File: config.mk
export PLATFORM = sky130hd
export DESIGN_NAME = mux4_rr_arbiter
export DESIGN_NICKNAME = d
export VERILOG_FILES = /design/src/rtl/mux_ctrl_pkg.sv /design/src/rtl/rr_pick4.sv /design/src/rtl/mux4_rr_arbiter.sv
export SDC_FILE = /design/constraint.sdc
export NUM_CORES = 1
export LEC_CHECK = 0
export ABC_CLOCK_PERIOD_IN_PS = 2600
export CAP_MARGIN = 20
export CORE_UTILIZATION = 54
export CTS_CLUSTER_DIAMETER = 60
export DETAILED_ROUTE_END_ITERATION = 8
export PLACE_DENSITY = 0.79
export SYNTH_ARGS = -nofsm -noshare
export SYNTH_HDL_FRONTEND = slang
export SYNTH_SLANG_ARGS = --single-unit
File: constraint.sdc
create_clock -name clk -period 2.6 [get_ports clk]
set_input_delay 0.26 -clock clk [delete_from_list [all_inputs] [get_ports clk]]
set_output_delay 0.26 -clock clk [all_outputs]
set_load 0.05 [all_outputs]
File: src/rtl/mux_ctrl_pkg.sv
// mux_ctrl_pkg: shared sizes, FSM encoding and one-hot helper for the mux arbiter
package mux_ctrl_pkg;
  localparam int NUM_REQ = 4;
  localparam int SEL_W = 2;
  typedef enum logic {ST_IDLE = 1'b0, ST_GRANT = 1'b1} state_t;
  function automatic logic [NUM_REQ-1:0] onehot(input logic [SEL_W-1:0] i);
    onehot = '0;
    onehot[i] = 1'b1;
  endfunction
endpackage

File: src/rtl/rr_pick4.sv
// rr_pick4: combinational round-robin picker, first candidate at or after start
module rr_pick4
  import mux_ctrl_pkg::*;
(
  input  logic [NUM_REQ-1:0] req,
  input  logic [SEL_W-1:0]   start,
  input  logic               excl_en,
  input  logic [SEL_W-1:0]   excl_idx,
  output logic               found,
  output logic [SEL_W-1:0]   idx
);
  logic [NUM_REQ-1:0] cand;
  assign cand = excl_en ? req & ~onehot(excl_idx) : req;
  // scan from the far end inward so the candidate nearest to start is written last
  always_comb begin
    found = 1'b0;
    idx = start;
    for (int k = NUM_REQ - 1; k >= 0; k--)
      if (cand[start + SEL_W'(k)]) begin
        found = 1'b1;
        idx = start + SEL_W'(k);
      end
  end
endmodule

File: src/rtl/mux4_rr_arbiter.sv
// mux4_rr_arbiter: round-robin owner of a shared 4:1 mux with optional hold limit
module mux4_rr_arbiter
  import mux_ctrl_pkg::*;
#(
  parameter int MAX_HOLD = 8
) (
  input  logic               clk,
  input  logic               rst,
  input  logic [NUM_REQ-1:0] req,
  output logic [NUM_REQ-1:0] grant,
  output logic [SEL_W-1:0]   sel,
  output logic               busy
);
  localparam logic [7:0] HOLD_SAT = MAX_HOLD == 0 ? 8'hFF : 8'(MAX_HOLD - 1);
  state_t state, state_n;
  logic [SEL_W-1:0] last, last_n, sel_n, idx, start;
  logic [NUM_REQ-1:0] grant_n;
  logic [7:0] hold_cnt, hold_n;
  logic busy_n, found, take, drop, hold_done;
  assign start = last + 1'b1;
  rr_pick4 u_pick (
    .req      (req),
    .start    (start),
    .excl_en  (state == ST_GRANT),
    .excl_idx (sel),
    .found    (found),
    .idx      (idx)
  );
  assign hold_done = (MAX_HOLD != 0) && (hold_cnt == HOLD_SAT);
  assign take = found && (state == ST_IDLE || !req[sel] || hold_done);
  assign drop = state == ST_GRANT && !req[sel] && !found;
  // next grant: new owner on take, release to idle on drop, otherwise keep and age
  always_comb begin
    state_n = take ? ST_GRANT : drop ? ST_IDLE : state;
    grant_n = take ? onehot(idx) : drop ? '0 : grant;
    sel_n = take ? idx : sel;
    busy_n = take | (busy & ~drop);
    last_n = take ? idx : last;
    hold_n = (take || drop || state == ST_IDLE) ? 8'd0 : (hold_cnt == HOLD_SAT) ? hold_cnt : hold_cnt + 8'd1;
  end
  // state and registered outputs, async reset gives requester 0 top priority
  always_ff @(posedge clk or posedge rst) begin
    if (rst) begin
      state <= ST_IDLE;
      grant <= '0;
      sel <= '0;
      busy <= 1'b0;
      last <= '1;
      hold_cnt <= '0;
    end else begin
      state <= state_n;
      grant <= grant_n;
      sel <= sel_n;
      busy <= busy_n;
      last <= last_n;
      hold_cnt <= hold_n;
    end
  end
endmodule

==> insert_results.sql, run 1 <==
INSERT INTO impl_metrics (metric_group, metric, value, unit) VALUES
('critical_path', 'cp_max_fo', '15', ''),
('clocking', 'cts_inserted_buffers', '3', ''),
('clocking', 'tritoncts_clock_tree', 'built', ''),
('routing', 'routed_wirelength', '2.20', 'mm'),
('critical_path', 'cpLargestDelayFamily', 'compound AO/OA/AOI/OAI gates', ''),
('synth', 'syn_nets', '123', ''),
('placement', 'port_buffers', '12', ''),
('clocking', 'cts-root-buf', 'sky130_fd_sc_hd__clkbuf_4', ''),
('critical_path', 'data_arrival_time_of_the_worst_path', '2.45', 'ns'),
('routing', 'wire_per_inst', '13.9', 'µm'),
('global_routing', 'number_of_global_route_vias_before_repair', '731', ''),
('status', 'status', 'complete, no violations', ''),
('routing', 'antenna_left', '0', ''),
('critical_path', 'setup.worst_path.end_class', 'flop', ''),
('global_routing', 'grt_first_pass_wirelength', '3.09', 'mm'),
('die', 'die_boundary_width', '47.7', 'µm'),
('die', 'io_pins', '13', ''),
('die', 'num_rows', '16', ''),
('global_routing', 'grt_start_max_net_pins', '19', ''),
('placement', 'pre_cts_ws', '0.339', 'ns'),
('global_routing', 'globalRouteOverflowTotal', '0', ''),
('final_layout', 'final_layout_size_suffix_gt1_frac', '0.176', ''),
('global_routing', 'initial_antenna_violation_count', '0', ''),
('sta', 'layout_min_cycle_time', '2.21', 'ns'),
('critical_path', 'crit_chain', 'xnor2_2 > o221ai_2 > a22o_1 > a211oi_4 > nand3_1 > o21ai_1', ''),
('routing', 'via_per_inst', '5.70', ''),
('critical_path', 'reg2reg_setup_slack', '0.39', 'ns'),
('sta', 'grt_setup_unrepaired', 'false', ''),
('routing', 'detail_route.drc_violations', '0', ''),
('critical_path', 'r2r_end', 'grant[3]$_DFFE_PP0P_', ''),
('synth', 'syn-cell-area', '1130', 'µm²'),
('sta', 'finalCritPeriodShare', '0.851', ''),
('sta', 'setup_ws', '0.387', 'ns'),
('final_layout', 'diodes', '0', ''),
('clocking', 'cts_post_setup_buffers_inserted', '0', ''),
('die', 'initial_core_util', '0.575', ''),
('final_layout', 'most-common-layout-cells', 'sky130_fd_sc_hd__nand2_1, sky130_fd_sc_hd__dfrtp_1, sky130_fd_sc_hd__nor2_1, sky130_fd_sc_hd__clkdlybuf4s50_1, sky130_fd_sc_hd__nand3_1', ''),
('sta', 'worst_clock_skew', '0.00436', 'ns'),
('final_layout', 'finish.net_count', '139', ''),
('power_and_ir_drop', 'max-vdd-ir-drop', '0.898', 'mV'),
('routing', 'drt_pass1_iterations', '5', ''),
('power_and_ir_drop', 'cellLeakagePower', '0.559', 'nW'),
('global_routing', 'grt.met2_usage', '0.341', ''),
('worst_hold_path', 'worst_hold_path_type', 'input pin to async pin', ''),
('final_layout', 'layout-area-overhead-vs-synth', '16.2', '%'),
('sta', 'setup_violations', '0', ''),
('final_layout', 'multiInputGateArea', '652', 'µm²'),
('placement', 'gpl.final_weighted_congestion', '0.767', ''),
('clocking', 'cts.hold.buffers_added', '0', ''),
('synth', 'synth_cell_type_count', '38', ''),
('global_routing', 'grt_overall_usage', '0.199', ''),
('sta', 'maxSlewViolCount', '0', ''),
('critical_path', 'worst-path-buf-inv', '0', ''),
('critical_path', 'critical_path.reg2reg.startpoint', 'last[0]$_DFFE_PP1P_', ''),
('synth', 'synth_sequential_area_ratio', '0.402', ''),
('routing', 'initialDrtViolationCount', '17', ''),
('sta', 'timing.max_slew.rel_slack', '0.560', ''),
('synth', 'synth-warning-count', '0', ''),
('clocking', 'ctsLongestPathBuffers', '2', ''),
('final_layout', 'fillers', '170', ''),
('synth', 'synth.ff_latch_count', '18', ''),
('critical_path', 'worstRegToRegCells', '6', ''),
('synth', 'top_cells_by_area_synth', 'sky130_fd_sc_hd__dfrtp_1, sky130_fd_sc_hd__nand2_1, sky130_fd_sc_hd__nor2_1', ''),
('final_layout', 'seqCellArea', '453', 'µm²'),
('die', 'die_height', '47.7', 'µm'),
('sta', 'worstMarginPinSlew', '0.660', 'ns'),
('die', 'die-area', '2270', 'µm²'),
('final_layout', 'most_common_library_cell_in_the_layout_ignoring_fill_and_taps', 'sky130_fd_sc_hd__nand2_1', ''),
('flow_run', 'max-cap-violations', '0', ''),
('synth', 'syn-instance-count', '116', ''),
('clocking', 'clock_latency', '0.30', 'ns');
[layer usage]
layer  vias up  share of wire
li1        445              -
met1       426           0.47
met2        28           0.49
met3         2          0.034
met4         0         0.0077
met5         -              0
[cells by family after synthesis]
kind of cell	share of synthesized area
simple gates	0.241
fa+ha+maj	0.0111
xor+xnor	0.0610
compound gates	0.195
flops	0.402
buf+inv	0.0200
mux	0.0699
[cell type report]
cell class,instances,share of cell area
inverter,2,0.00573
clock buffer,4,0.0277
multi-input combinational,94,0.498
timing repair buffer,13,0.0974
sequential,18,0.346
tap,27,0.0258
[worst max-delay path by stage]
| stage | start | endpoint | slack (ns) | depth (start not counted) |
|---|---|---|---|---|
| 6_report | last[0]$_DFFE_PP1P_ | grant[3]$_DFFE_PP0P_ | 0.39 | 6 |
| 4_1_cts | last[0]$_DFFE_PP1P_ | grant[3]$_DFFE_PP0P_ | 0.38 | 6 |
| 5_1_grt | last[0]$_DFFE_PP1P_ | grant[3]$_DFFE_PP0P_ | 0.26 | 6 |
| 2_1_floorplan | sel[1]$_DFFE_PP0P_ | grant[1]$_DFFE_PP0P_ | 0.40 | 5 |
| 3_3_place_gp | req[1] | grant[1]$_DFFE_PP0P_ | 0.35 | 6 |
| 3_5_place_dp | req[1] | grant[1]$_DFFE_PP0P_ | 0.34 | 6 |
[registers in the layout (all words and copies together), names as in the netlist]
name,count
grant,4
last,2
state,1
hold_cnt,8
sel,2
busy,1
[cell usage after synthesis, drive strengths merged]
| master | count |
|---|---|
| o31ai | 2 |
| nand2b | 2 |
| o221ai | 1 |
| mux2 | 2 |
| nand2 | 18 |
| mux2i | 3 |
| dfrtp | 16 |
| mux4 | 1 |
| o21ai | 4 |
| a31oi | 1 |
| buf | 1 |
| clkbuf | 1 |
| nand3 | 8 |
| a311o | 1 |
| o211ai | 2 |
| xor2 | 5 |
| nor4 | 1 |
| a21oi | 7 |
| dfstp | 2 |
| a211oi | 1 |
| nor2b | 2 |
| and3b | 1 |
| ha | 1 |
| nor2 | 15 |
| a22oi | 1 |
| xnor2 | 2 |
| nand4bb | 1 |
| or2 | 5 |
| o22a | 2 |
| or3 | 2 |
| a22o | 3 |
| inv | 2 |
[where the power goes]
part	internal [mW]	switching (mW)	leakage, nW	total, mW
clock network	0.0854	0.0888	0.0210	0.174
registers	0.378	0.137	0.226	0.515
logic	0.425	0.605	0.312	1.03
[worst register-to-register path, stage by stage, from the launching register on]
cell	delay, ns
sky130_fd_sc_hd__dfstp_2	0.74
sky130_fd_sc_hd__xnor2_2	0.22
sky130_fd_sc_hd__o221ai_2	0.22
sky130_fd_sc_hd__a22o_1	0.30
sky130_fd_sc_hd__a211oi_4	0.32
sky130_fd_sc_hd__nand3_1	0.19
sky130_fd_sc_hd__o21ai_1	0.16
[through the flow]
stage / utilization / hold slack (ns) / instance area, µm² / power (mW) / instances
final: 0.668 / 0.358 / 1310 / 1.72 / 158
after detailed placement: 0.649 / 0.470 / 1270 / 1.54 / 154
after floorplan: - / 0.197 / 1130 / 1.33 / 116
after global routing: 0.668 / 0.438 / 1310 / 1.84 / 158
after global placement: 0.649 / 0.487 / 1270 / 1.52 / 154
after CTS: 0.668 / 0.385 / 1310 / 1.72 / 158
Power figures use the tool's default switching activity.
==> run 2, diff against run 1 <==
Settings changed: TNS_END_PERCENT from default to 5.
==> results of run 2 <==
Final layout, timing and power as in run 1 (identical DEF).
